$ cat src/rtl/pps_timebase_pkg.sv
// Shared constants for the PPS-disciplined timebase: FSM state encodings and
// the saturating error-counter helper.
package pps_timebase_pkg;

  typedef logic [1:0] state_t;

  localparam state_t HUNT = 2'd0;
  localparam state_t LOCK = 2'd1;
  localparam state_t HOLD = 2'd2;

  localparam int ERR_W = 8;
  localparam logic [ERR_W-1:0] ERR_MAX = '1;

  function automatic logic [ERR_W-1:0] err_sat_inc(input logic [ERR_W-1:0] cnt);
    return (cnt == ERR_MAX) ? cnt : cnt + 1'b1;
  endfunction

endpackage

$ cat src/rtl/pps_timebase_if.sv
// Bus bundle for pps_timebase. Optional timestamp latch signals exist only
// when PPS_TIMEBASE_LATCH_EN is defined.
interface pps_timebase_if
  import pps_timebase_pkg::*;
#(
  parameter int CNT_W = 32,
  parameter int SEC_W = 32
);
  // sec_load is a single-cycle strobe qualifying sec_load_val; ts_req is a
  // single-cycle strobe answered by ts_valid exactly one cycle later.
  // There is no backpressure on either path.
  logic             pps_in;
  logic             sec_load;
  logic [SEC_W-1:0] sec_load_val;
  logic [CNT_W-1:0] sub_cnt;
  logic [SEC_W-1:0] sec_cnt;
  logic             pps_pulse;
  logic             pps_valid;
  logic             pps_miss;
  logic [ERR_W-1:0] err_cnt;
  state_t           state;
`ifdef PPS_TIMEBASE_LATCH_EN
  logic             ts_req;
  logic [SEC_W-1:0] ts_sec;
  logic [CNT_W-1:0] ts_sub;
  logic             ts_valid;

  modport master (
    output pps_in, sec_load, sec_load_val, ts_req,
    input  sub_cnt, sec_cnt, pps_pulse, pps_valid, pps_miss, err_cnt, state,
           ts_sec, ts_sub, ts_valid
  );
  modport slave (
    input  pps_in, sec_load, sec_load_val, ts_req,
    output sub_cnt, sec_cnt, pps_pulse, pps_valid, pps_miss, err_cnt, state,
           ts_sec, ts_sub, ts_valid
  );
`else
  modport master (
    output pps_in, sec_load, sec_load_val,
    input  sub_cnt, sec_cnt, pps_pulse, pps_valid, pps_miss, err_cnt, state
  );
  modport slave (
    input  pps_in, sec_load, sec_load_val,
    output sub_cnt, sec_cnt, pps_pulse, pps_valid, pps_miss, err_cnt, state
  );
`endif
endinterface

$ cat src/rtl/pps_edge_sync.sv
// Two-flop synchroniser for the asynchronous PPS input followed by a
// rising-edge detector; edge_pulse is high for one clk cycle per rise.
module pps_edge_sync (
  input  logic clk,
  input  logic rst,
  input  logic d,
  output logic edge_pulse
);

  logic meta;
  logic sync;
  logic sync_q;

  always_ff @(posedge clk) begin
    if (rst) begin
      meta   <= 1'b0;
      sync   <= 1'b0;
      sync_q <= 1'b0;
    end else begin
      meta   <= d;
      sync   <= meta;
      sync_q <= sync;
    end
  end

  assign edge_pulse = sync & ~sync_q;

endmodule

$ cat src/rtl/pps_timebase.sv
// PPS-disciplined {seconds, sub-second cycle} timebase with window checking
// and holdover. Define PPS_TIMEBASE_LATCH_EN to add the timestamp latch port.
module pps_timebase
  import pps_timebase_pkg::*;
#(
  parameter int CLK_FREQ = 300000000,
  parameter int PPS_TOL  = 1000,
  parameter int CNT_W    = 32,
  parameter int SEC_W    = 32
) (
  input logic           clk,
  input logic           rst,
  pps_timebase_if.slave bus
);

  localparam logic [CNT_W-1:0] WIN_LO = CNT_W'(CLK_FREQ - 1 - PPS_TOL);
  localparam logic [CNT_W-1:0] WIN_HI = CNT_W'(CLK_FREQ - 1 + PPS_TOL);
  localparam logic [CNT_W-1:0] WRAP   = CNT_W'(CLK_FREQ - 1);
  localparam logic [CNT_W-1:0] TOL    = CNT_W'(PPS_TOL);
  localparam logic [CNT_W-1:0] ONE    = CNT_W'(1);

  state_t           state;
  state_t           state_n;
  logic [CNT_W-1:0] sub;
  logic [CNT_W-1:0] sub_n;
  logic [SEC_W-1:0] sec;
  logic [SEC_W-1:0] load_val;
  logic [SEC_W-1:0] load_next;
  logic             armed;
  logic             load_hit;
  logic             pulse;
  logic             bump;
  logic             err_inc;
  logic [ERR_W-1:0] err;
  logic             pps_edge;

  pps_edge_sync u_sync (
    .clk        (clk),
    .rst        (rst),
    .d          (bus.pps_in),
    .edge_pulse (pps_edge)
  );

  // bump marks a second boundary: SEC_CNT advance (or load) plus PPS_PULSE.
  always_comb begin
    state_n = state;
    sub_n   = sub + ONE;
    bump    = 1'b0;
    err_inc = 1'b0;
    case (state)
      HUNT: begin
        sub_n = '0;
        if (pps_edge) begin
          bump    = 1'b1;
          state_n = LOCK;
        end
      end
      LOCK: begin
        if (pps_edge) begin
          if (sub >= WIN_LO) begin
            sub_n = '0;
            bump  = 1'b1;
          end else begin
            err_inc = 1'b1;
          end
        end else if (sub == WIN_HI) begin
          // Missing edge: the late boundary is PPS_TOL cycles old already.
          sub_n   = TOL;
          bump    = 1'b1;
          state_n = HOLD;
        end
      end
      HOLD: begin
        if (sub == WRAP) begin
          sub_n = '0;
          bump  = 1'b1;
        end
        if (pps_edge) begin
          if (sub <= TOL) begin
            // Edge just after a virtual boundary: realign without a new second.
            sub_n   = '0;
            bump    = 1'b0;
            state_n = LOCK;
          end else if (sub >= WIN_LO) begin
            sub_n   = '0;
            bump    = 1'b1;
            state_n = LOCK;
          end else begin
            err_inc = 1'b1;
          end
        end
      end
      default: begin
        sub_n   = '0;
        state_n = HUNT;
      end
    endcase
  end

  // A load in the boundary cycle itself applies to that boundary.
  assign load_hit  = armed | bus.sec_load;
  assign load_next = bus.sec_load ? bus.sec_load_val : load_val;

  always_ff @(posedge clk) begin
    if (rst) begin
      state    <= HUNT;
      sub      <= '0;
      sec      <= '0;
      armed    <= 1'b0;
      load_val <= '0;
      pulse    <= 1'b0;
      err      <= '0;
    end else begin
      state <= state_n;
      sub   <= sub_n;
      pulse <= bump;
      armed <= bump ? 1'b0 : load_hit;
      if (bus.sec_load) load_val <= bus.sec_load_val;
      if (bump) sec <= load_hit ? load_next : sec + SEC_W'(1);
      if (err_inc) err <= err_sat_inc(err);
    end
  end

  assign bus.sub_cnt   = sub;
  assign bus.sec_cnt   = sec;
  assign bus.pps_pulse = pulse;
  assign bus.pps_valid = (state == LOCK);
  assign bus.pps_miss  = (state == HOLD);
  assign bus.err_cnt   = err;
  assign bus.state     = state;

`ifdef PPS_TIMEBASE_LATCH_EN
  logic [SEC_W-1:0] ts_sec;
  logic [CNT_W-1:0] ts_sub;
  logic             ts_valid;

  always_ff @(posedge clk) begin
    if (rst) begin
      ts_sec   <= '0;
      ts_sub   <= '0;
      ts_valid <= 1'b0;
    end else begin
      ts_valid <= bus.ts_req;
      if (bus.ts_req) begin
        ts_sec <= sec;
        ts_sub <= sub;
      end
    end
  end

  assign bus.ts_sec   = ts_sec;
  assign bus.ts_sub   = ts_sub;
  assign bus.ts_valid = ts_valid;
`endif

endmodule

$ cat src/flat_wrapper.sv
// flat-port wrapper written by rule: the top's interface ports become plain ports
module pps_timebase_flat import pps_timebase_pkg::*;
#(
  parameter int CLK_FREQ = 300000000,
  parameter int PPS_TOL  = 1000,
  parameter int CNT_W    = 32,
  parameter int SEC_W    = 32
)
  (clk, rst, bus_pps_in, bus_sec_load, bus_sec_load_val, bus_sub_cnt, bus_sec_cnt, bus_pps_pulse, bus_pps_valid, bus_pps_miss, bus_err_cnt, bus_state);
  pps_timebase_if #(.CNT_W(CNT_W), .SEC_W(SEC_W)) bus_i ();
  input logic clk;
  input logic rst;
  input wire logic [$bits(bus_i.pps_in)-1:0] bus_pps_in;
  input wire logic [$bits(bus_i.sec_load)-1:0] bus_sec_load;
  input wire logic [$bits(bus_i.sec_load_val)-1:0] bus_sec_load_val;
  output wire logic [$bits(bus_i.sub_cnt)-1:0] bus_sub_cnt;
  output wire logic [$bits(bus_i.sec_cnt)-1:0] bus_sec_cnt;
  output wire logic [$bits(bus_i.pps_pulse)-1:0] bus_pps_pulse;
  output wire logic [$bits(bus_i.pps_valid)-1:0] bus_pps_valid;
  output wire logic [$bits(bus_i.pps_miss)-1:0] bus_pps_miss;
  output wire logic [$bits(bus_i.err_cnt)-1:0] bus_err_cnt;
  output wire logic [$bits(bus_i.state)-1:0] bus_state;
  assign bus_i.pps_in = bus_pps_in;
  assign bus_i.sec_load = bus_sec_load;
  assign bus_i.sec_load_val = bus_sec_load_val;
  assign bus_sub_cnt = bus_i.sub_cnt;
  assign bus_sec_cnt = bus_i.sec_cnt;
  assign bus_pps_pulse = bus_i.pps_pulse;
  assign bus_pps_valid = bus_i.pps_valid;
  assign bus_pps_miss = bus_i.pps_miss;
  assign bus_err_cnt = bus_i.err_cnt;
  assign bus_state = bus_i.state;
  pps_timebase #(.CLK_FREQ(CLK_FREQ), .PPS_TOL(PPS_TOL), .CNT_W(CNT_W), .SEC_W(SEC_W)) u_core (.clk(clk), .rst(rst), .bus(bus_i));
endmodule
$ cat config.mk
export PLATFORM = sky130hd
export DESIGN_NAME = pps_timebase_flat
export DESIGN_NICKNAME = d
export VERILOG_FILES = /design/src/rtl/pps_timebase_pkg.sv /design/src/rtl/pps_timebase_if.sv /design/src/rtl/pps_edge_sync.sv /design/src/rtl/pps_timebase.sv /design/src/flat_wrapper.sv
export SDC_FILE = /design/constraint.sdc
export NUM_CORES = 1
export LEC_CHECK = 0
export BUFFER_PORTS_ARGS = -buffer_cell sky130_fd_sc_hd__buf_4
export CORE_ASPECT_RATIO = 0.5
export CORE_UTILIZATION = 45
export CTS_BUF_LIST = sky130_fd_sc_hd__clkbuf_4
export CTS_CLUSTER_DIAMETER = 200
export DETAILED_ROUTE_END_ITERATION = 16
export PLACE_DENSITY = 0.75
export SLEW_MARGIN = 25
export SYNTH_ARGS = -nofsm -noshare
export SYNTH_HDL_FRONTEND = slang
export SYNTH_SLANG_ARGS = --single-unit
$ cat constraint.sdc
create_clock -name clk -period 3 [get_ports clk]
set_input_delay 0.6 -clock clk [delete_from_list [all_inputs] [get_ports clk]]
set_output_delay 0.6 -clock clk [all_outputs]
set_load 0.1 [all_outputs]
## Yosys cells after proc, flatten, opt, wreduce, memory -nomap -nowiden

Cells that the tools add are included.

- Add/sub/neg operators: 3
- Multiply operators: 0
- Div/mod/pow operators: 0
- Magnitude comparators: 2
- Equality and inequality tests: 10
- Shift-type cells: 0
- Multiplexer cells: 31
- Bitwise logic cells: 4
- Reductions and logical operators: 4

Operators with widths:

| operator | count |
|---|---|
| 32-bit 2-to-1 mux | 9 |
| 32-bit by 1-bit adder with 32-bit output, second input constant | 2 |
| 32-bit by 29-bit equality test with 1-bit output, second input constant | 2 |
| 32-bit case mux with 2 select lines | 1 |
| 32-bit by 29-bit >= comparator with 1-bit output, second input constant | 1 |
| 32-bit by 10-bit less-or-equal comparator with 1-bit output, second input constant | 1 |
| 1-bit 2-to-1 mux | 12 |
| 2-bit 2-to-1 mux | 6 |
| 8-bit by 1-bit adder with 8-bit output, second input constant | 1 |
| 8-bit equality test, second input constant | 1 |
| 2-bit by 1-bit != test with 1-bit output, second input constant | 3 |
| 2-bit case mux with 3 select lines | 1 |
| 5-bit AND reduction | 1 |
| 3-bit by 1-bit != test with 1-bit output, second input constant | 1 |
| 1-bit case mux with 3 select lines | 1 |
| 2-bit by 1-bit equality test with 1-bit output, second input constant | 1 |
| 2-bit equality test, second input constant | 1 |
| 2-bit logical NOT | 1 |
| 2-bit != test, second input constant | 1 |
| 1-bit inverter | 2 |
| 1-bit case mux with 2 select lines | 1 |
| 2-bit AND reduction | 1 |
| 2-bit OR reduction | 1 |
| 1-bit bitwise AND | 1 |
| 1-bit bitwise OR | 1 |

- Register bits: 111
- Bits in latches: 0
- Memory bits (writable): 0
- Bits in read-only memories: 0
- Input bits: 36
- Output and inout port bits: 77
- Logic and storage cells: 64
- Memories kept: 0

## Logic depth before layout (Yosys ltp)

Gate-level depths: netlist (run 1).

- Depth after elaboration: 7
- Depth in mapped cells: 11
- Gate-level depth less buffers: 10

## Hierarchy

A second synthesis (run 1) with hierarchy kept.

- Cell total of the unflattened synthesis: 694
- Area, all modules: 5652.9 sq um

By module, submodules not included:

| module | times used | cells each | area an instance (sq um) | seq. area each (sq um) |
|---|---|---|---|---|
| pps_timebase | 1 | 687 | 5565.3 | 2162.1 |
| pps_edge_sync | 1 | 7 | 87.6 | 60.1 |

## Worst setup path before layout (run 1)

Ideal clock, no wire load.

- Path kind: register to register
- Start point: reg u_core.sub[0], in the netlist u_core.bus.sub_cnt[0]
- End point: reg u_core.sec[0], in the netlist u_core.bus.sec_cnt[0]
- Library setup time: 71 ps
- Data arrival time: 3247 ps
- Required time: 2929 ps
- Path slack: -318 ps
- Cell stages (with the launch flop): 11
- Buffers on the path: 1
- Clock period less this slack: 3318 ps
- Path through: dfxtp_1 ha_1 nand2_1 or4_1 nor4_1 a21oi_1 a211oi_2 nor2_2 buf_4 a211o_1 a21oi_1

- Longest elaborated chain between the ends: 6
- Elaborated cells between the ends (all ways): 12
- Those cells by class: order compare (2); eq/ne (2); mux (8)

RTL lines:

| element | line | source |
|---|---|---|
| start: declaration | pps_timebase.sv:24 | `logic [CNT_W-1:0] sub;` |
| start signal: assignment | pps_timebase.sv:115 | `sub <= sub_n;` |
| branches (longest 5 deep; another with 32-bit by 29-bit >= comparator with 1-bit output) | n/a |  |
| 1-bit case mux with 3 select lines (*) | pps_timebase.sv:50 | `case (state)` |
| end signal: assignment | pps_timebase.sv:119 | `if (bump) sec <= load_hit ? load_next : sec + SEC_W'(1);` |
| end: declaration | pps_timebase.sv:26 | `logic [SEC_W-1:0] sec;` |

Mark *: on every way between the ends.
A chain may end at the register's enable or synchronous reset.

## Worst setup path after layout (run 1)

Ends and elaborated chain as after synthesis.

==> results.txt, run 1 <==
----------------------------------------------------
[Status]
  Result of the run ... finished clean

[STA]
  Slew @ Worst Pin ... 836 ps
  RSZ-0062 raised after global routing ... no
  Endpoints failing setup ... 0
  Worst slew margin relative to its limit ... 44.2%
  Final Cycle Share ... 93.3%
  Pins Over Slew Limit ... 0
  Clock tree skew after final layout ... 27.4 ps
  Number of hold violations in the final report ... 0
  Setup total negative slack ... 0 ps
  Minimum clock period ... 2800 ps
  Timing-limited maximum frequency ... ~0.36 GHz

[Worst hold path]
  Cells on Worst Hold Path ... 2
  Origin of the worst min-delay path ... bus_pps_in
  Worst Hold End ... u_core.u_sync.meta
  Type of the tightest min-delay check ... primary input to register

[CTS]
  Max Buffers Root-to-Sink ... 2
  Reg clk slew, reported paths ... ~170 ps
  Clock Tree Root ... clkbuf_4
  Clock network latency to the later pin of the worst-skew pair ... 480 ps
  Count of clock tree sinks ... about 110
  H-tree depth ... 3
  CTS tree ... done
  Cts hold-fix bufs ... 0
  TritonCTS buffer count ... 9

[Route]
  Post-detailed-route DRC marker count ... 0
  Routed met1 length ... roughly 6800 um
  Routed vias ... 5,449
  Met3 wire len ... 847 um
  Antenna violation net count after detailed routing ... 0
  DR top layer ... met4
  Initial DRC Count ... ~340
  Total Routed Length ... between 10,000 and 15,000 um
  Routed length on met2 ... ~6700 um
  TritonRoute pass-1 iters ... 5
  Routed length per placed instance ... 15.0 um
  Post-detailed-route via-to-cell ratio ... 5.62

[Cells and area]
  Final layout net count ... ~840
  Layout overhead on the synthesized area ... 21.3%
  Most common library cell in the layout ignoring fill and taps ... buf_4
  Commonest cells after routing, fill and taps aside ... buf_4 (123), nor2_1 (109), dfxtp_1 (100), o21ai_0 (66), a21oi_1 (64)
  Cell Count, Final, Fillers Out ... 970
  Share of cells above drive strength 1 ... 20.5%
  Cell area after layout ... ~6700 um^2

[Synthesis]
  Post-Synthesis Cells ... 705
  Fraction of post-synthesis cell area in the top cell type by area ... about 40%
  Mux contribution to synthesized area ... roughly 4.9%
  Share of the synthesized area in compound gates (AO/OA/AOI/OAI) ... 18.0%
  Post-synthesis async set-or-reset flop share ... 0%
  Post-synth design cell area ... between 5000 and 6000 um^2
  Part of the Yosys area used for sequential elements ... 39.9%
  Most instantiated flip-flop cell in the synthesis netlist ... dfxtp_1
  Mean area per synthesized cell ... ~8 um^2
  Leading cell types by total area after synthesis ... dfxtp_1 (40%), nor2_1 (7.4%), o21ai_0 (5.9%), a21oi_1 (5.8%), mux2i_1 (4.7%)
  Area fraction in and, or, nand and nor cells after synthesis ... 25.9%
  Xor and xnor fraction of the mapped netlist area ... 5.67%
  #FFs+latches synth ... 111
  Syn_nets ... 749
  Main combinational cell family by area after synthesis ... simple AND/OR/NAND/NOR gates
  Leading area contributor after synthesis ... dfxtp_1
  Yosys Warn Count ... 0
  Number of enable flip-flop cells after synthesis ... 0
  Area share of fa/ha/maj cells after synthesis ... 1.80%
  Distinct cells, synth ... 52

[Pwr]
  Static Leakage ... around 2.7 nW
  Maximum VDD drop ... 0.198 mV
  Total power density per cell area ... 410 nW/um^2

[Floorplan]
  I/O pin count ... 113
  Initial Utilization ... 46.7%
  Die outline width ... around 160 um
  Die height ... around 81 um
  Die footprint ... 12,800 um^2
  Std cell rows ... 28
  Placeable Area ... 11,900 um^2

[Place]
  Number of port buffers ... 112
  Post-DP HPWL ... 9960 um
  Placed insts ... ~950
  Routability Congestion ... approximately 0.87
  Placement-stage cell area ... between 6000 and 7000 um^2

[Global route]
  GRT overflow ... 0
  Antenna violations before repair ... 1
  Wire length of the first global-routing pass ... 23,500 um
  Total global-route track usage ... 22.5%
  Maximum number of pins on one net before global-route repair ... 58
  Via count of the first global-routing pass ... 4,822

[Setup path]
  Startpoint types ... register
  Setup Crit Path Kind ... register to register
  Endpoint of the most critical register-to-register path ... u_core.bus.sec_cnt[0]
  Data arrival time of the critical path ... 3210 ps
  Required time reported for the critical path endpoint ... 3410 ps
  Endpoint kind of the worst setup timing path ... register
  R2R cell count ... 10
  Startpoint of the worst register-to-register path ... u_core.bus.sub_cnt[0]
  FF-to-FF setup slack ... between 200 and 250 ps
  Max FO, Critical Path ... 42

[Flow run]
  # Max-Cap Violations ... 0

----------------------------------------------------
-- layer usage --
metal / GRT usage (%) / vias to the layer above
met3: 5.22 / 15
met5: 0 / -
met4: 5.19 / 0
met2: 38.0 / 183
met1: 29.2 / 2574
li1: - / 2677
-- timing repair --
action / 4_1_cts / 5_1_grt
gates resized for setup: 0 / 4
setup endpoints to repair: 0 / 34
setup buffers: 0 / 1
-- cell families after synthesis --
group	Yosys count
AOI/OAI and AO/OA	174
and+or+nand+nor	294
xor gates and xnor gates	36
DFF	111
muxes	27
adders and majority gates	8
buffers and inverters	55
-- worst max-delay path, cell delays in order (launching register included) --
cell      delay (ps)
dfxtp_2          400
ha_1             230
nand2_1           90
or4_1            610
nor4_2           310
a21oi_1          150
a211oi_2         260
nor2_2            90
buf_12           180
a211o_1          270
a21oi_1          120
-- power by group --
| part | leakage (nW) | internal, mW | switching [mW] |
|---|---|---|---|
| combinational | 1.68 | 0.142 | 0.304 |
| clock | 0.0719 | 0.261 | 0.507 |
| sequential | 0.908 | 1.52 | 0.0327 |
-- cell usage after synthesis, types with 8 or more instances --
| library cell | number |
|---|---|
| inv_1 | 13 |
| nand2_1 | 46 |
| nor2_1 | 109 |
| clkbuf_1 | 36 |
| ha_1 | 8 |
| xor2_1 | 23 |
| a31oi_1 | 9 |
| nor2b_1 | 8 |
| nand2b_1 | 16 |
| a21oi_1 | 64 |
| and3_1 | 19 |
| o21ai_0 | 66 |
| nand4_1 | 12 |
| dfxtp_1 | 111 |
| mux2i_1 | 26 |
| nor4_1 | 8 |
| nand3_1 | 28 |
| xnor2_1 | 13 |
| nor3_1 | 24 |
-- state kept, by name, indices dropped and copies added (netlist names) --
name / flops
u_core.u_sync.sync: 1
u_core.u_sync.meta: 1
u_core.bus.state: 2
u_core.bus.sub_cnt: 32
u_core.bus.pps_pulse: 1
u_core.u_sync.sync_q: 1
u_core.bus.err_cnt: 8
u_core.load_val: 32
u_core.armed: 1
u_core.bus.sec_cnt: 32
-- final cells by class --
| cell class | instances | area [um^2] |
|---|---|---|
| sequential | 111 | 2240 |
| timing repair buffer | 125 | 963 |
| multi-input combinational | 539 | 3160 |
| clock inverter | 6 | 58.8 |
| fill | 1119 | 5160 |
| antenna | 1 | 2.50 |
| clock buffer | 10 | 75.1 |
| inverter | 13 | 48.8 |
| tap | 165 | 206 |
-- metrics by stage --
| step | total power [mW] | hold slack, ps | worst slack [ps] | util (%) |
|---|---|---|---|---|
| after floorplan | 1.90 | 414 | 4.96 | - |
| after global placement | 2.02 | 426 | 147 | 55.3 |
| after detailed placement | 2.03 | 430 | 108 | 55.3 |
| after CTS | 2.78 | 315 | 65.2 | 56.4 |
| after global routing | 2.88 | 305 | 5.53 | 56.6 |
| final | 2.76 | 337 | 201 | 56.6 |
-- worst max path at each step --
stage / from / end / slack (ps) / cells past startpoint
after global placement: u_core.bus.sub_cnt[17] / u_core.bus.sec_cnt[14] / 150 / 9
after floorplan: u_core.bus.sub_cnt[19] / u_core.bus.sec_cnt[1] / 5 / 9
final: u_core.bus.sub_cnt[0] / u_core.bus.sec_cnt[0] / 200 / 10
after CTS: u_core.bus.sub_cnt[29] / u_core.bus.sec_cnt[24] / 70 / 9
after detailed placement: u_core.bus.sub_cnt[29] / u_core.bus.sec_cnt[24] / 110 / 9
after global routing: u_core.bus.sub_cnt[0] / u_core.bus.sec_cnt[0] / 6 / 10
No activity file was read; power rests on OpenSTA's default activity.
==> inputs of run 2 (changes only) <==
- PLACE_DENSITY: 0.75 -> 0.67
==> results.txt, run 2 (synthesized netlist as in run 1, its figures left out) <==
----------------------------------------------------
[Cells and area]
  Final layout net count ... 845 (+0.24%)
  Multi-input logic area ... 3150 um^2 (-0.24%)
  Commonest cells after routing, fill and taps aside ... buf_4 (125), nor2_1 (109), dfxtp_1 (100), o21ai_0 (66), a21oi_1 (64)
  Share of cells above drive strength 1 ... 20.8% (+0.32 points)
  Seq. cell area ... 2240 um^2 (unchanged)
  Layout overhead on the synthesized area ... 21.5%
  Filler Cell Count ... 1,167 (+4.3%)
  Cell area after layout ... 6760 um^2 (+0.19%)
  Most common library cell in the layout ignoring fill and taps ... buf_4
  Number of antenna cells inserted ... 0 (-1)

[STA]
  Clock tree skew after final layout ... 24.7 ps (-2.72 ps)
  Final Cycle Share ... 93.3% (about the same)
  RSZ-0062 raised after global routing ... no
  Worst hold slack ... 346 ps (+9.17 ps)
  Setup total negative slack ... 0 ps (unchanged)
  Minimum clock period ... 2800 ps (+0.838 ps)
  Number of hold violations in the final report ... 0 (unchanged)
  Endpoints failing setup ... 0 (unchanged)
  Slew @ Worst Pin ... 854 ps (+18.2 ps)
  Timing-limited maximum frequency ... 0.357 GHz (about the same)
  Pins Over Slew Limit ... 0 (unchanged)
  Worst slew margin relative to its limit ... 43.0% (-1.2 points)

[CTS]
  Clock Tree Root ... clkbuf_4
  Count of clock tree sinks ... 111 (unchanged)
  Cts hold-fix bufs ... 0 (unchanged)
  TritonCTS buffer count ... 9 (unchanged)
  H-tree depth ... 3 (unchanged)
  Reg clk slew, reported paths ... 160 ps (about the same)
  Max Buffers Root-to-Sink ... 2 (unchanged)
  CTS tree ... done
  Clock network latency to the later pin of the worst-skew pair ... 470 ps (about the same)

[Route]
  Antenna violation net count after detailed routing ... 0 (unchanged)
  Post-detailed-route via-to-cell ratio ... 5.50 (-2.1%)
  Post-detailed-route DRC marker count ... 0 (unchanged)
  Total Routed Length ... 14,400 um (-1.5%)
  TritonRoute pass-1 iters ... 5 (unchanged)
  Initial DRC Count ... 391 (+16%)
  Routed vias ... 5,341 (-2.0%)
  Routed length per placed instance ... 14.8 um (-1.6%)

[Setup path]
  Max FO, Critical Path ... 42 (unchanged)
  Startpoint of the worst register-to-register path ... u_core.bus.sub_cnt[0]
  FF-to-FF setup slack ... 200 ps (about the same)
  Data arrival time of the critical path ... 3200 ps (about the same)
  R2R cell count ... 10 (unchanged)
  Endpoint of the most critical register-to-register path ... u_core.bus.sec_cnt[26]
  Setup Crit Path Kind ... register to register
  Endpoint kind of the worst setup timing path ... register
  Startpoint types ... register
  Required time reported for the critical path endpoint ... 3400 ps (about the same)

[Floorplan]
  Die height ... 80.6 um (unchanged)
  I/O pin count ... 113 (unchanged)
  Die footprint ... 12,800 um^2 (unchanged)
  Placeable Area ... 11,900 um^2 (unchanged)
  Initial Utilization ... 46.7% (unchanged)
  Std cell rows ... 28 (unchanged)
  Die outline width ... 159 um (unchanged)

[Pwr]
  Maximum VDD drop ... 0.179 mV (-9.3%)
  Internal power component ... 1.95 mW (+1.6%)
  Switching power summed over all nets ... 807 uW (-4.3%)
  Total power density per cell area ... 408 nW/um^2 (-0.36%)
  Static Leakage ... 2.68 nW (+0.68%)
  Fraction of power spent switching nets ... 29.2% (-1.3 points)
  Reg power frac ... 56.1% (about the same)
  Comb power frac ... 16.1% (about the same)
  Power share of the clock group ... 27.7% (about the same)

[Flow run]
  # Max-Cap Violations ... 0 (unchanged)

[Global route]
  GRT overflow ... 0 (unchanged)
  Grt peak-use layer ... met2
  Wire length of the first global-routing pass ... 23,600 um (+0.47%)
  Antenna violations before repair ... 0 (-1)
  Met3 track utilization from global routing ... 4.65% (-0.57 points)
  Total global-route track usage ... 22.6% (+0.14 points)
  Via count of the first global-routing pass ... 4,830 (+0.17%)
  Maximum number of pins on one net before global-route repair ... 62 (+6.9%)
  Global Route met1 Usage ... 29.9% (+0.73 points)
  Met2 track utilization from global routing ... 38.6% (+0.57 points)

[Worst hold path]
  Cells on Worst Hold Path ... 2 (unchanged)
  Worst Hold End ... u_core.u_sync.meta
  Type of the tightest min-delay check ... primary input to register
  Origin of the worst min-delay path ... bus_pps_in

[Place]
  Number of port buffers ... 112 (unchanged)
  Routability Congestion ... 0.814 (-5.9%)
  Placement-stage cell area ... 6590 um^2 (+0.11%)
  Post-DP HPWL ... 9680 um (-2.9%)

[Status]
  Result of the run ... finished clean

----------------------------------------------------
-- run 2: changes by cell type in the layout (fill, tap and decap cells not counted) --
cell	delta
buf_4	+2
clkbuf_4	+3
clkinv_1	-2
clkinv_4	+1
clkinvlp_4	-1
diode_2	-1
ha_1	-1
ha_2	+1
inv_6	-1
nor4_1	+1
nor4_2	-1
or4_1	+1
or4_4	-1
-- run 2: area by class of cell --
cell class,instances,share of cell area [%]
Sequential cell,111,33.1
Tap cell,165,3.05
Clock buffer,13,1.44
Multi-Input combinational cell,539,46.6
Inverter,13,0.722
Timing Repair Buffer,127,14.5
Clock inverter,3,0.648
-- run 2: how the worst max path moves through the flow --
stage                           start                      to  cells after the start
2_1_floorplan  u_core.bus.sub_cnt[19]   u_core.bus.sec_cnt[1]                      9
3_3_place_gp   u_core.bus.sub_cnt[29]  u_core.bus.sec_cnt[24]                      9
3_5_place_dp   u_core.bus.sub_cnt[29]  u_core.bus.sec_cnt[26]                      9
4_1_cts        u_core.bus.sub_cnt[29]  u_core.bus.sec_cnt[26]                      9
5_1_grt         u_core.bus.sub_cnt[0]  u_core.bus.sec_cnt[26]                     10
6_report        u_core.bus.sub_cnt[0]  u_core.bus.sec_cnt[26]                     10
-- run 2: what timing repair did --
item                       in CTS  in global routing
setup endpoints to repair       0                 31
gates resized for setup         0                  3
buffers inserted                0                  2
hold endpoints to repair        0                  0
-- run 2: through the flow --
stage               setup slack (ps)  std cells  util [%]  total power [mW]
finish                           200        971      56.8              2.76
global route                    23.5        971      56.8              2.90
CTS                             43.8        969      56.5              2.79
detailed placement              94.2        953      55.3              2.02
global placement                 171        953      55.3              2.02
floorplan                       4.96        705         -              1.90
-- run 2: power groups by stage --
stage / sequential (mW) / clock [mW] / combinational, mW
floorplan: 1.68 / 0 / 0.218
CTS: 1.55 / 0.801 / 0.446
detailed placement: 1.58 / 0 / 0.445
global placement: 1.58 / 0 / 0.441
finish: 1.55 / 0.766 / 0.445
global route: 1.56 / 0.859 / 0.481
-- run 2: layer usage --
layer,routed length (um),part of all wire [%]
met3,886,6.2
met2,6740,47
met1,6630,46
met4,95,0.66
met5,0,0
-- run 2: worst max-delay path: stages (launching register included) --
cell and delay, ps:
dfxtp_2 400, ha_2 220, nand2_1 80, or4_1 600, nor4bb_2 470, o21ai_0 170, o31ai_2 110, nor2_2 80
buf_12 180, a211o_1 270, a21oi_1 140
